### src/rtl/pipe_stage_chain_pkg.sv
// Shared constants for the pipe_stage_chain block: legal stage range and default widths.
package pipe_stage_chain_pkg;

   localparam int unsigned StagesMin = 2;
   localparam int unsigned StagesMax = 8;
   localparam int unsigned DefDataW  = 64;
   localparam int unsigned DefCntW   = 16;

endpackage

### src/rtl/pipe_stage_chain_reg.sv
// pipe_stage_reg: one valid+data pipeline stage. Priority is clear, then hold, then load.
module pipe_stage_reg
   import pipe_stage_chain_pkg::*;
#(
   parameter int unsigned DATA_W = DefDataW
) (
   input  logic              clk_i,
   input  logic              rst_ni,
   input  logic              clear_i,
   input  logic              hold_i,
   input  logic              valid_i,
   input  logic [DATA_W-1:0] data_i,
   output logic              valid_o,
   output logic [DATA_W-1:0] data_o
);

   logic              validQ, validD;
   logic [DATA_W-1:0] dataQ, dataD;

   always_comb begin
      validD = validQ;
      dataD  = dataQ;
      if (clear_i) begin
         validD = 1'b0;
         dataD  = '0;
      end else if (!hold_i) begin
         // Bubbles arrive here as a load of valid=0, data=0.
         validD = valid_i;
         dataD  = data_i;
      end
   end

   always_ff @(posedge clk_i or negedge rst_ni) begin
      if (!rst_ni) begin
         validQ <= 1'b0;
         dataQ  <= '0;
      end else begin
         validQ <= validD;
         dataQ  <= dataD;
      end
   end

   assign valid_o = validQ;
   assign data_o  = dataQ;

endmodule

### src/rtl/pipe_stage_chain.sv
// pipe_stage_chain: STAGES-deep valid/data pipeline with per-stage stall (holds upstream too),
// per-stage flush, occupancy count and a saturating stall-cycle counter.
module pipe_stage_chain
   import pipe_stage_chain_pkg::*;
#(
   parameter int unsigned DATA_W = DefDataW,
   parameter int unsigned STAGES = 4,
   parameter int unsigned CNT_W  = DefCntW
) (
   input  logic                         clk,
   input  logic                         reset,
   input  logic                         in_valid,
   input  logic [DATA_W-1:0]            in_data,
   output logic                         in_ready,
   input  logic [STAGES-1:0]            stall,
   input  logic [STAGES-1:0]            flush,
   output logic [STAGES-1:0]            stage_valid,
   output logic [STAGES*DATA_W-1:0]     stage_data,
   output logic                         out_valid,
   output logic [DATA_W-1:0]            out_data,
   output logic [$clog2(STAGES+1)-1:0]  occupancy,
   output logic [CNT_W-1:0]             stall_cycles
);

   localparam int unsigned OccW = $clog2(STAGES + 1);

   if (STAGES < StagesMin || STAGES > StagesMax) begin : gen_bad_stages
      $error("pipe_stage_chain: STAGES outside legal range");
   end

   logic [STAGES-1:0] hold;
   logic [STAGES-1:0] srcValid;
   logic [DATA_W-1:0] srcData [STAGES];

   // A stall at stage j holds every stage at or upstream of j.
   for (genvar i = 0; i < STAGES; i++) begin : gen_hold
      assign hold[i] = |stall[STAGES-1:i];
   end

   assign in_ready = ~hold[0];

   for (genvar i = 0; i < STAGES; i++) begin : gen_stage
      if (i == 0) begin : gen_head
         assign srcValid[i] = in_valid;
         assign srcData[i]  = in_valid ? in_data : '0;
      end else begin : gen_body
         // Upstream held but this stage free: insert a bubble.
         assign srcValid[i] = hold[i-1] ? 1'b0 : stage_valid[i-1];
         assign srcData[i]  = hold[i-1] ? '0 : stage_data[(i-1)*DATA_W +: DATA_W];
      end

      pipe_stage_reg #(
         .DATA_W(DATA_W)
      ) u_stage (
         .clk_i  (clk),
         .rst_ni (reset),
         .clear_i(flush[i]),
         .hold_i (hold[i]),
         .valid_i(srcValid[i]),
         .data_i (srcData[i]),
         .valid_o(stage_valid[i]),
         .data_o (stage_data[i*DATA_W +: DATA_W])
      );
   end

   assign out_valid = stage_valid[STAGES-1];
   assign out_data  = stage_data[(STAGES-1)*DATA_W +: DATA_W];

   always_comb begin
      occupancy = '0;
      for (int i = 0; i < STAGES; i++) begin
         occupancy = occupancy + OccW'(stage_valid[i]);
      end
   end

   logic [CNT_W-1:0] stallCntQ, stallCntD;

   always_comb begin
      stallCntD = stallCntQ;
      if ((|stall) && !(&stallCntQ)) begin
         stallCntD = stallCntQ + CNT_W'(1);
      end
   end

   always_ff @(posedge clk or negedge reset) begin
      if (!reset) begin
         stallCntQ <= '0;
      end else begin
         stallCntQ <= stallCntD;
      end
   end

   assign stall_cycles = stallCntQ;

endmodule

### config.mk
export PLATFORM = sky130hd
export DESIGN_NAME = pipe_stage_chain
export DESIGN_NICKNAME = d
export VERILOG_FILES = /design/src/rtl/pipe_stage_chain_pkg.sv /design/src/rtl/pipe_stage_chain_reg.sv /design/src/rtl/pipe_stage_chain.sv
export SDC_FILE = /design/constraint.sdc
export NUM_CORES = 1
export LEC_CHECK = 0
export BUFFER_PORTS_ARGS = -buffer_cell sky130_fd_sc_hd__buf_2
export CAP_MARGIN = 20
export CELL_PAD_IN_SITES_DETAIL_PLACEMENT = 1
export CELL_PAD_IN_SITES_GLOBAL_PLACEMENT = 2
export CORE_UTILIZATION = 32
export CTS_BUF_LIST = sky130_fd_sc_hd__clkbuf_4
export CTS_CLUSTER_DIAMETER = 150
export DETAILED_ROUTE_END_ITERATION = 8
export PLACE_DENSITY_LB_ADDON = 0.1
export SLEW_MARGIN = 20
export SYNTH_ARGS = -nofsm -noshare
export SYNTH_HDL_FRONTEND = slang
export SYNTH_SLANG_ARGS = --single-unit
### constraint.sdc
create_clock -name clk -period 1.7 [get_ports clk]
set_input_delay 0.085 -clock clk [delete_from_list [all_inputs] [get_ports clk]]
set_output_delay 0.085 -clock clk [all_outputs]
set_load 0.02 [all_outputs]
==> flow_summary.yaml, run 1 <==
run_status:
  status: "finished, violations left"
  failed_checks: "setup timing"
critical_path:
  critical_path_arrival_ns: 2.20
  critPathCaptureType: "primary output"
  cp-start-kind: "flop"
  critPathSlowestCell: "fa_1"
  worstSetupPathType: "reg -> out"
  crit_path_max_fo: 2
  worstPathCellList: "inv_2 -> fa_1 -> inv_2 -> ha_4 -> ha_4 -> buf_6"
  critPathMaxStageDelay_ns: 0.56
  critPathRequiredTime_ns: 1.62
yosys:
  synth_fp_nets: 811
  synthArstFlopShare_pct: 100
  netlist_instances: 732
  synthTopCellsByArea: "dfrtp_1 (66%), a22o_1 (22%), buf_4 (5.2%)"
  yosys-top-cells-count: "dfrtp_1 (276), a22o_1 (259), buf_4 (73)"
  synth_flop_cell: "dfrtp_1"
  netlist.top_cell.by_area: "dfrtp_1"
  synthesis.yosys.warnings: 0
  cell_variety_after_synth: 27
  post-synth-top-count-cell: "dfrtp_1"
  synth_enable_flop_cells: 0
  synth.cell_area_mm2: 0.0105
  syn_area_per_cell_um2: 14.3
  synth_top_area_share_pct: 66.1
  register_bit_count_reported_by_yosys: 276
  seq_area_frac_synth_pct: 66.1
timing:
  final_hold_viol_count: 0
  layout_min_cycle_time_ns: 2.28
  finalClockSkew_ns: 0.0333
  fmaxAchievable_mhz: 438
  setup_violations: 8
  rsz_0062_raised_after_global_routing: "yes"
  slew_headroom_pct: 48.1
  post-route-period-util_pct: 134
  worst_slew_pin_slew_ns: 0.777
  fin_ws_ns: -0.581
  slew_viol_final: 0
hold_path:
  hold_class: "in -> reg"
placed_design:
  number_of_cells_after_detailed_placement: 1503
  portBuffers: 419
  post-dp-hpwl_um: 24900
  placement.cell_area_mm2: 0.0129
  routabilityCongestion: 0.798
global_route:
  globalRoute.busiestLayer: "met2"
  gr-usage-met2_pct: 35.5
  grt_remaining_overflow: 0
  grt_util_all_layers_pct: 22.0
  grt_pass1_wl_um: 56300
  use_met1_pct: 28.8
  antenna_found_initial: 1
  grt_util_met3_pct: 5.48
  grt_start_max_net_pins: 61
  grt_pass1_vias: 9122
die:
  die-width_um: 183
  core-area_mm2: 0.0319
  initial_core_util_pct: 32.8
  dieArea_mm2: 0.0334
  chipHeight_um: 183
  row_count: 65
  io_pins: 420
finish:
  final_nets: 1321
  layout.cells.non_filler: 1720
  area_delta_synth_final_pct: 42.9
  final_area_mm2: 0.0149
  share_of_cells_above_drive_strength_1_pct: 48.2
power:
  powerDensity_mw_per_mm2: 999
  p_int_mw: 10.9
  sw_frac_of_total_pct: 27.0
  power.ir.vdd_worst_v: 0.000811
  p_leak_nw: 8.31
  power_frac_comb_pct: 13.0
  pwr-share-clk_pct: 40.2
  netSwitchingPower_mw: 4.03
  power.sequential.fraction_pct: 46.8
routing:
  drtIter0Drc: 353
  via_count: 8566
  route.antenna.remaining_nets: 0
  wl_per_cell_um: 21.2
  drt_drc: 0
  first_pass_iters: 5
  wl_um: 36400
  vias_per_cell: 4.98
clocking:
  path_clk_slew_ns: 0.07
  numCtsBuffers: 77
  clock_sink_total: 276
  clock_tree_from_tritoncts: "yes"
  clkLatencyLatePin_ns: 0.65
  cts_max_path_buffers: 3
  cts-root-buf: "clkbuf_4"
  clock_tree.htree_level_count: 3
run:
  maxCapViolCount: 0
[per-layer routing]
metal | part of all wire (%) | up-vias
met3 | 6.1 | 60
met1 | 44 | 4390
li1 | - | 3785
met2 | 48 | 331
met5 | 0 | -
met4 | 2.3 | 0
[power by group through the flow]
stage	clock network (mW)	logic, mW	registers, mW
6_report	6.00	1.94	6.98
5_1_grt	6.63	2.12	7.01
4_1_cts	6.27	1.83	6.97
3_5_place_dp	0	1.64	7.07
3_3_place_gp	0	1.62	7.07
2_1_floorplan	0	0.469	7.31
[state kept, by name, indices dropped and copies added, names as in the netlist]
register and count:
gen_stage.u_stage.valid_o 4, gen_stage.u_stage.data_o 256, stall_cycles 16
[cell type report]
cell class	instances	area, µm²
sequential	276	6910
tap	435	544
antenna	1	2.50
timing repair buffer	557	3560
inverter	5	18.8
multi-input combinational	325	2960
clock buffer	108	811
clock inverter	13	129
fill	3487	16900
[worst max-delay path, delay by kind of cell, from the launching register on]
kind                       cells  cell delay (ns)
buffers and inverters          3             0.21
DFF                            1             0.37
adders and majority gates      3             0.97
[layout by cell type, fill, tap and decap left out, drive strengths merged]
cell type,count
nor4,8
nor2b,2
dlygate4sd3,89
nor3,7
nor3b,2
nand3,4
or4,1
nand4,5
bufinv,3
or3,1
mux2,1
a22o,259
nor2,7
ha,3
or2,1
nand2,5
nor4b,1
dfrtp,276
and3b,1
fa,1
diode,1
clkbuf,108
buf,468
a21o,1
inv,6
xor2,15
clkinv,9
[repair_timing]
action	in CTS	in global routing
resized for setup	17	19
hold buffers	89	0
pin swaps	3	5
gates cloned	0	0
setup buffers	0	5
setup endpoints to repair	10	17
endpoints found under the hold margin	418	0
[cells by family (layout without fill, tap and decap cells)]
| logic type | Yosys count | after routing | synth area share [%] |
|---|---|---|---|
| AO/OA/AOI/OAI | 260 | 260 | 21.8 |
| other | 0 | 1 | 0 |
| buffers and inverters | 131 | 683 | 7.52 |
| flip-flops | 276 | 276 | 66.1 |
| multiplexers | 1 | 1 | 0.108 |
| AND/OR/NAND/NOR | 45 | 45 | 2.74 |
| XOR/XNOR | 15 | 15 | 1.26 |
| adder cells (fa/ha/maj) | 4 | 4 | 0.551 |
[metrics by stage]
stage          TNS [ns]  setup slack (ns)  hold WS, ns  utilization [%]  total power [mW]
2_1_floorplan         0            0.0165       -0.211                -              7.78
3_3_place_gp          0            0.0240       0.0726             40.4              8.69
3_5_place_dp          0           0.00200       0.0721             40.4              8.72
4_1_cts           -1.64            -0.630       0.0593             46.4              15.1
5_1_grt           -2.70            -0.685       0.0619             46.9              15.8
6_report          -1.58            -0.581        0.123             46.9              14.9
[worst paths after layout]
kind | end | cells past startpoint | start | slack [ns]
hold reg to reg | gen_stage[1].u_stage.data_o[15]$_DFFE_PN0P_ | 1 | gen_stage[0].u_stage.data_o[15]$_DFFE_PN0P_ | 0.51
hold / removal | gen_stage[1].u_stage.valid_o$_DFFE_PN0P_ | 5 | stall[0] | 0.12
setup reg to reg | stall_cycles[6]$_DFFE_PN0P_ | 7 | stall_cycles[0]$_DFFE_PN0P_ | -0.04
setup / recovery | occupancy[1] | 6 | gen_stage[1].u_stage.valid_o$_DFFE_PN0P_ | -0.58
max in group asynchronous | gen_stage[0].u_stage.data_o[61]$_DFFE_PN0P_ | 4 | reset | 0.47
min in group asynchronous | gen_stage[3].u_stage.data_o[43]$_DFFE_PN0P_ | 3 | reset | 0.51
(Power assumes the default switching activity.)
==> run 2, diff against run 1 <==
--- a/config.mk
+++ b/config.mk
@@ -5,15 +5,17 @@
 export SDC_FILE = /design/constraint.sdc
 export NUM_CORES = 1
 export LEC_CHECK = 0
+export ABC_AREA = 1
 export BUFFER_PORTS_ARGS = -buffer_cell sky130_fd_sc_hd__buf_2
 export CAP_MARGIN = 20
 export CELL_PAD_IN_SITES_DETAIL_PLACEMENT = 1
 export CELL_PAD_IN_SITES_GLOBAL_PLACEMENT = 2
-export CORE_UTILIZATION = 32
+export CORE_UTILIZATION = 31
 export CTS_BUF_LIST = sky130_fd_sc_hd__clkbuf_4
 export CTS_CLUSTER_DIAMETER = 150
 export DETAILED_ROUTE_END_ITERATION = 8
 export PLACE_DENSITY_LB_ADDON = 0.1
+export RECOVER_POWER = 25
 export SLEW_MARGIN = 20
 export SYNTH_ARGS = -nofsm -noshare
 export SYNTH_HDL_FRONTEND = slang
==> run 2 against run 1 <==
Sequential power decreased by 2%. Wire length increased by 29%. Total power increased by 0.51%. Sequential share of layout area decreased by 5.4 points. Setup slack got worse by 0.082 ns. The flow still finishes with violations (setup timing). Flip-flop and latch count unchanged. Clock power increased by 8.8%. Critical path type unchanged. Design area increased by 13%. Cell count increased by 36%. Register-to-register slack improved by 0.25 ns. Global-route usage increased by 1.7 points.
==> flow_summary.yaml, run 2 <==
critical_path:
  endpoint: "occupancy[1]"
  worstSetupPathType: "reg -> out"
  critical_path_arrival_ns: 2.28
  reg2regPathDepth: 8
  r2r_start: "stall_cycles[1]$_DFFE_PN0P_"
  cp-start-kind: "flop"
  critPathRequiredTime_ns: 1.62
  internal_reg_to_reg_setup_slack_ns: 0.21
  timing.critical_path.from: "gen_stage[3].u_stage.valid_o$_DFFE_PN0P_"
  critPathCaptureType: "primary output"
  crit_path_max_fo: 2
  r2r_end: "stall_cycles[3]$_DFFE_PN0P_"
placed_design:
  post-dp-hpwl_um: 31300
  dp_worst_setup_slack_ns: 0.00747
  routabilityCongestion: 0.813
  portBuffers: 419
die:
  die-width_um: 200
  chipHeight_um: 200
  io_pins: 420
  row_count: 72
  dieArea_mm2: 0.0399
  initial_core_util_pct: 31.4
  core-area_mm2: 0.0386
yosys:
  register_bit_count_reported_by_yosys: 276
  synth.cell_area_mm2: 0.0121
  synthesis.yosys.warnings: 0
  synth_fp_nets: 1316
  cell_variety_after_synth: 26
  netlist_instances: 1237
  synth_top_area_share_pct: 56.9
  netlist.top_cell.by_area: "dfrtp_1"
  yosys-top-cells-count: "dfrtp_1 (276), inv_1 (218), nand3_1 (202)"
  seq_area_frac_synth_pct: 56.9
  synth_enable_flop_cells: 0
  synthArstFlopShare_pct: 100
  syn_area_per_cell_um2: 9.81
  synth_flop_cell: "dfrtp_1"
  synthTopCellsByArea: "dfrtp_1 (57%), nand3_1 (8.3%), inv_1 (6.7%)"
  post-synth-top-count-cell: "dfrtp_1"
clocking:
  path_clk_slew_ns: 0.06
  cts-root-buf: "clkbuf_4"
  numCtsBuffers: 80
  clkLatencyLatePin_ns: 0.74
  clock_tree_from_tritoncts: "yes"
  cts_max_path_buffers: 3
  clock_tree.htree_level_count: 3
  clock_sink_total: 276
run:
  maxCapViolCount: 0
routing:
  via_count: 11294
  route.antenna.remaining_nets: 0
  wl_um: 47000
  first_pass_iters: 4
  wl_per_cell_um: 20.1
  drtIter0Drc: 496
  vias_per_cell: 4.84
  drt_drc: 0
finish:
  layout_commonest_cell: "buf_2"
  area_delta_synth_final_pct: 39.3
  mostFrequentLayoutCells: "buf_2 (414), dfrtp_1 (275), inv_1 (211), nand3_1 (202), dlygate4sd3_1 (135)"
  final_nets: 1841
  share_of_cells_above_drive_strength_1_pct: 36.3
  finish.utilization_pct: 43.7
  largest_reg_flops: 256
  fillerInstances: 4570
timing:
  hold_slack_ns: 0.0629
  timing.setup.tns_ns: -10.10
  slew_viol_final: 0
  fin_ws_ns: -0.664
  setup_violations: 89
  finalClockSkew_ns: 0.0259
  slew_headroom_pct: 31.6
  worst_slew_pin_slew_ns: 1.03
  layout_min_cycle_time_ns: 2.36
  post-route-period-util_pct: 139
  final_hold_viol_count: 0
  fmaxAchievable_mhz: 423
  rsz_0062_raised_after_global_routing: "yes"
power:
  p_leak_nw: 8.98
  powerDensity_mw_per_mm2: 888
  report.power.total_mw: 15.0
  power.ir.vdd_worst_v: 0.000545
global_route:
  grt_remaining_overflow: 0
  grt_util_all_layers_pct: 23.7
  grt_pass1_wl_um: 71100
  grt_pass1_vias: 11839
  grt_start_max_net_pins: 66
  antenna_found_initial: 4
run_status:
  status: "finished, violations left"
  failed_checks: "setup timing"
hold_path:
  hold_class: "in -> reg"
[run 2: changes by cell type after synthesis, moves of 7 or more]
cell      previous run  this run
inv_1                5       218
o21ai_2              0        50
a22o_1             259         0
nor3_1               7         0
nor2_1               7        19
nand3_1              4       202
o32ai_1              0        65
o31ai_1              0        66
buf_1                4        26
o21ai_0              0        80
nand2_1              5        72
clkbuf_1            33        46
xor2_1              15         4
[run 2: where the power goes]
group          internal [mW]  switching (mW)
logic                  0.566            1.06
registers               6.69           0.154
clock network           3.62            2.92
total                   10.9            4.13
[run 2: how the worst min path moves through the flow]
stage | start | end | cells after the start
2_1_floorplan | reset | gen_stage[0].u_stage.data_o[0]$_DFFE_PN0P_ | 0
3_3_place_gp | reset | gen_stage[3].u_stage.data_o[6]$_DFFE_PN0P_ | 1
3_5_place_dp | reset | gen_stage[3].u_stage.data_o[6]$_DFFE_PN0P_ | 1
4_1_cts | in_valid | gen_stage[0].u_stage.data_o[28]$_DFFE_PN0P_ | 4
5_1_grt | stall[2] | gen_stage[2].u_stage.data_o[18]$_DFFE_PN0P_ | 5
6_report | in_valid | gen_stage[0].u_stage.data_o[28]$_DFFE_PN0P_ | 4
[run 2: logic make-up (layout without fill, tap and decap cells)]
kind of cell | count (synthesis) | after routing | share of synthesized area (%)
adder cells (fa/ha/maj) | 4 | 4 | 0.475
flip-flops | 276 | 276 | 56.9
buffers and inverters | 380 | 956 | 14.4
AND/OR/NAND/NOR | 305 | 305 | 11.9
other | 0 | 4 | 0
XOR/XNOR | 5 | 5 | 0.361
AO/OA/AOI/OAI | 267 | 267 | 15.9
[run 2: area by class of cell]
type / instances / area, µm² / share of cell area (%)
inverter: 220 / 826 / 4.89
sequential: 276 / 6910 / 40.9
clock buffer: 119 / 893 / 5.29
timing repair buffer: 603 / 3960 / 23.4
multi-input combinational: 581 / 3520 / 20.8
antenna: 4 / 10.0 / 0.0592
clock inverter: 14 / 135 / 0.800
tap: 518 / 648 / 3.84
[run 2: metal layers]
layer / GRT usage [%] / part of all wire (%)
met5: 0 / 0
met4: 8.76 / 2.8
met3: 5.66 / 5.6
met2: 38.8 / 49
met1: 30.3 / 43
[run 2: timing repair]
| action | CTS | global route |
|---|---|---|
| buffers inserted | 1 | 1 |
| pin swaps | 2 | 2 |
| setup endpoints to repair | 3 | 32 |
| gates resized for setup | 11 | 4 |
| hold buffers | 137 | 0 |
| endpoints found under the hold margin | 536 | 0 |
| gates cloned | 0 | 0 |
[run 2: critical path: stages, from the launching register on]
cell	delay, ns
dfrtp_2	0.37
inv_2	0.04
fa_1	0.55
inv_2	0.05
ha_4	0.16
ha_4	0.26
buf_6	0.11
[run 2: per-stage QoR]
stage / instance area, µm² / std cells
2_1_floorplan: 12100 / 1237
3_3_place_gp: 14500 / 2059
3_5_place_dp: 14500 / 2059
4_1_cts: 17000 / 2330
5_1_grt: 16900 / 2335
6_report: 16900 / 2335
==> run 3, diff against run 2 <==
--- a/config.mk
+++ b/config.mk
@@ -14,6 +14,7 @@
 export CTS_BUF_LIST = sky130_fd_sc_hd__clkbuf_4
 export CTS_CLUSTER_DIAMETER = 150
 export DETAILED_ROUTE_END_ITERATION = 8
+export GPL_TIMING_DRIVEN = 0
 export PLACE_DENSITY_LB_ADDON = 0.1
 export RECOVER_POWER = 25
 export SLEW_MARGIN = 20
==> run 3 against run 2 <==
Highest routed layer unchanged. Cell count grew 3.2%. Largest cell class unchanged. Critical endpoint is now in_ready. The run ends with hold timing, setup timing left. Fmax up 0.36%. Via count is essentially flat. Total power decreased by 2.3%. Largest power group unchanged. Design area is 0.44% lower.
==> flow_summary.yaml, run 3 (same netlist as run 2, synthesis figures left out) <==
finish:
  share_of_cells_above_drive_strength_1_pct: 34.4
  final_nets: 1908
  area_delta_synth_final_pct: 38.7
  mostFrequentLayoutCells: "buf_2 (362), dfrtp_1 (273), inv_1 (214), nand3_1 (202), clkbuf_4 (120)"
  largest_reg_flops: 256
  layout_commonest_cell: "buf_2"
  finish.utilization_pct: 43.5
critical_path:
  r2r_start: "stall_cycles[0]$_DFFE_PN0P_"
  critical_path_arrival_ns: 2.27
  reg2regPathDepth: 9
  crit_path_max_fo: 10
  worst-path-buf-inv: 4
  internal_reg_to_reg_setup_slack_ns: 0.15
  critPathCaptureType: "primary output"
  worstSetupPathType: "in -> out"
  critPathRequiredTime_ns: 1.62
  cp-start-kind: "primary input"
  critPathSlowestCell: "dlygate4sd3_1"
  cpLargestDelayFamily: "buffers and inverters"
  critPathMaxStageDelay_ns: 0.80
  cpMostUsedCell: "buf_2"
  worstPathCellList: "buf_2 -> nor2_1 -> nand2_2 -> nor2_4 -> dlygate4sd3_1 -> clkbuf_1 -> buf_2"
  r2r_end: "stall_cycles[0]$_DFFE_PN0P_"
global_route:
  antenna_found_initial: 5
  grt_remaining_overflow: 0
  grt_start_max_net_pins: 99
  grt_util_all_layers_pct: 22.9
  grt_pass1_vias: 11771
  grt_pass1_wl_um: 68900
clocking:
  numCtsBuffers: 80
  path_clk_slew_ns: 0.06
  cts_max_path_buffers: 3
  clkLatencyLatePin_ns: 0.74
  clock_tree_from_tritoncts: "yes"
  clock_sink_total: 276
  cts-root-buf: "clkbuf_4"
  clock_tree.htree_level_count: 3
routing:
  via_count: 11283
  vias_per_cell: 4.68
  drt_drc: 0
  route.antenna.remaining_nets: 0
  drtIter0Drc: 369
  wl_per_cell_um: 19.2
  first_pass_iters: 4
  wl_um: 46300
run_status:
  failed_checks: "hold timing, setup timing"
  status: "finished, violations left"
placed_design:
  routabilityCongestion: 0.810
  dp_worst_setup_slack_ns: -0.243
  post-dp-hpwl_um: 33300
  portBuffers: 419
timing:
  slew_viol_final: 0
  setup_violations: 216
  post-route-period-util_pct: 139
  rsz_0062_raised_after_global_routing: "yes"
  final_hold_viol_count: 1
  slew_headroom_pct: 27.7
  finalClockSkew_ns: 0.0423
  fmaxAchievable_mhz: 425
  timing.setup.tns_ns: -57.10
  hold_slack_ns: -0.000791
  layout_min_cycle_time_ns: 2.36
  fin_ws_ns: -0.655
  worst_slew_pin_slew_ns: 1.08
hold_path:
  hold_class: "in -> reg"
  min_from: "stall[0]"
  whs_endpoint: "gen_stage[1].u_stage.data_o[25]$_DFFE_PN0P_"
  worstHoldPathCells: 5
die:
  initial_core_util_pct: 31.4
  die-width_um: 200
  dieArea_mm2: 0.0399
  io_pins: 420
  chipHeight_um: 200
  row_count: 72
  core-area_mm2: 0.0386
run:
  maxCapViolCount: 0
power:
  report.power.total_mw: 14.7
  powerDensity_mw_per_mm2: 871
  power.ir.vdd_worst_v: 0.000537
  p_leak_nw: 8.64
-- run 3: cell types whose count changed in the layout (fill, tap and decap cells not counted), sizes merged, moves of 2 or more --
cell,change
bufinv,-2
dlygate4sd3,-55
buf,+21
clkbuf,+100
clkinv,+10
-- run 3: through the flow --
stage / std cells / instance area (µm²)
4_1_cts: 2398 / 16800
2_1_floorplan: 1237 / 12100
3_3_place_gp: 2174 / 14900
6_report: 2409 / 16800
5_1_grt: 2409 / 16800
3_5_place_dp: 2177 / 15000
-- run 3: final cells by class --
class,count,area (µm²)
Fill cell,4657,21800
Sequential cell,276,6910
Multi-Input combinational cell,581,3520
Timing Repair Buffer,510,2980
Buffer,160,932
Clock buffer,118,886
Inverter,220,828
Tap cell,518,648
Clock inverter,21,105
Antenna cell,5,12.5
-- run 3: layer usage --
layer	share of wire [%]	global-route usage [%]	up-vias	wire length (µm)
li1	-	-	5329	-
met1	42	28.2	5507	19400
met2	49	38.5	385	22600
met3	7.1	6.42	62	3280
met4	2.2	7.92	0	1030
met5	0	0	-	0
-- run 3: what timing repair did --
item	in CTS	in global routing
hold endpoints to repair	404	24
endpoints found under the setup margin	18	204
hold buffers	79	2
setup buffers	3	4
pin swaps	2	3
gates cloned	0	1
resized for setup	20	17
-- run 3: where the power goes --
group,switching (mW),total (mW),internal [mW]
combinational,1.00,1.52,0.519
sequential,0.194,6.88,6.69
clock,2.94,6.25,3.31
total,4.14,14.7,10.5
-- run 3: worst min-delay path, stage by stage --
cell	delay, ns
buf_2	0.10
nor2_4	0.07
buf_1	0.22
nand3_1	0.12
o21ai_0	0.07
-- run 3: worst max path at each step --
stage                                                  start                                           to  slack [ns]  cells past startpoint
floorplan           gen_stage[3].u_stage.valid_o$_DFFE_PN0P_                                 occupancy[1]        0.03                      5
global placement                                       reset     gen_stage[3].u_stage.valid_o$_DFFE_PN0P_       -5.44                      1
detailed placement                                  flush[1]  gen_stage[1].u_stage.data_o[23]$_DFFE_PN0P_       -0.24                      6
CTS                 gen_stage[0].u_stage.valid_o$_DFFE_PN0P_                                 occupancy[1]       -0.77                      6
global route        gen_stage[3].u_stage.valid_o$_DFFE_PN0P_                                 occupancy[1]       -0.75                      6
finish                                              stall[3]                                     in_ready       -0.66                      7
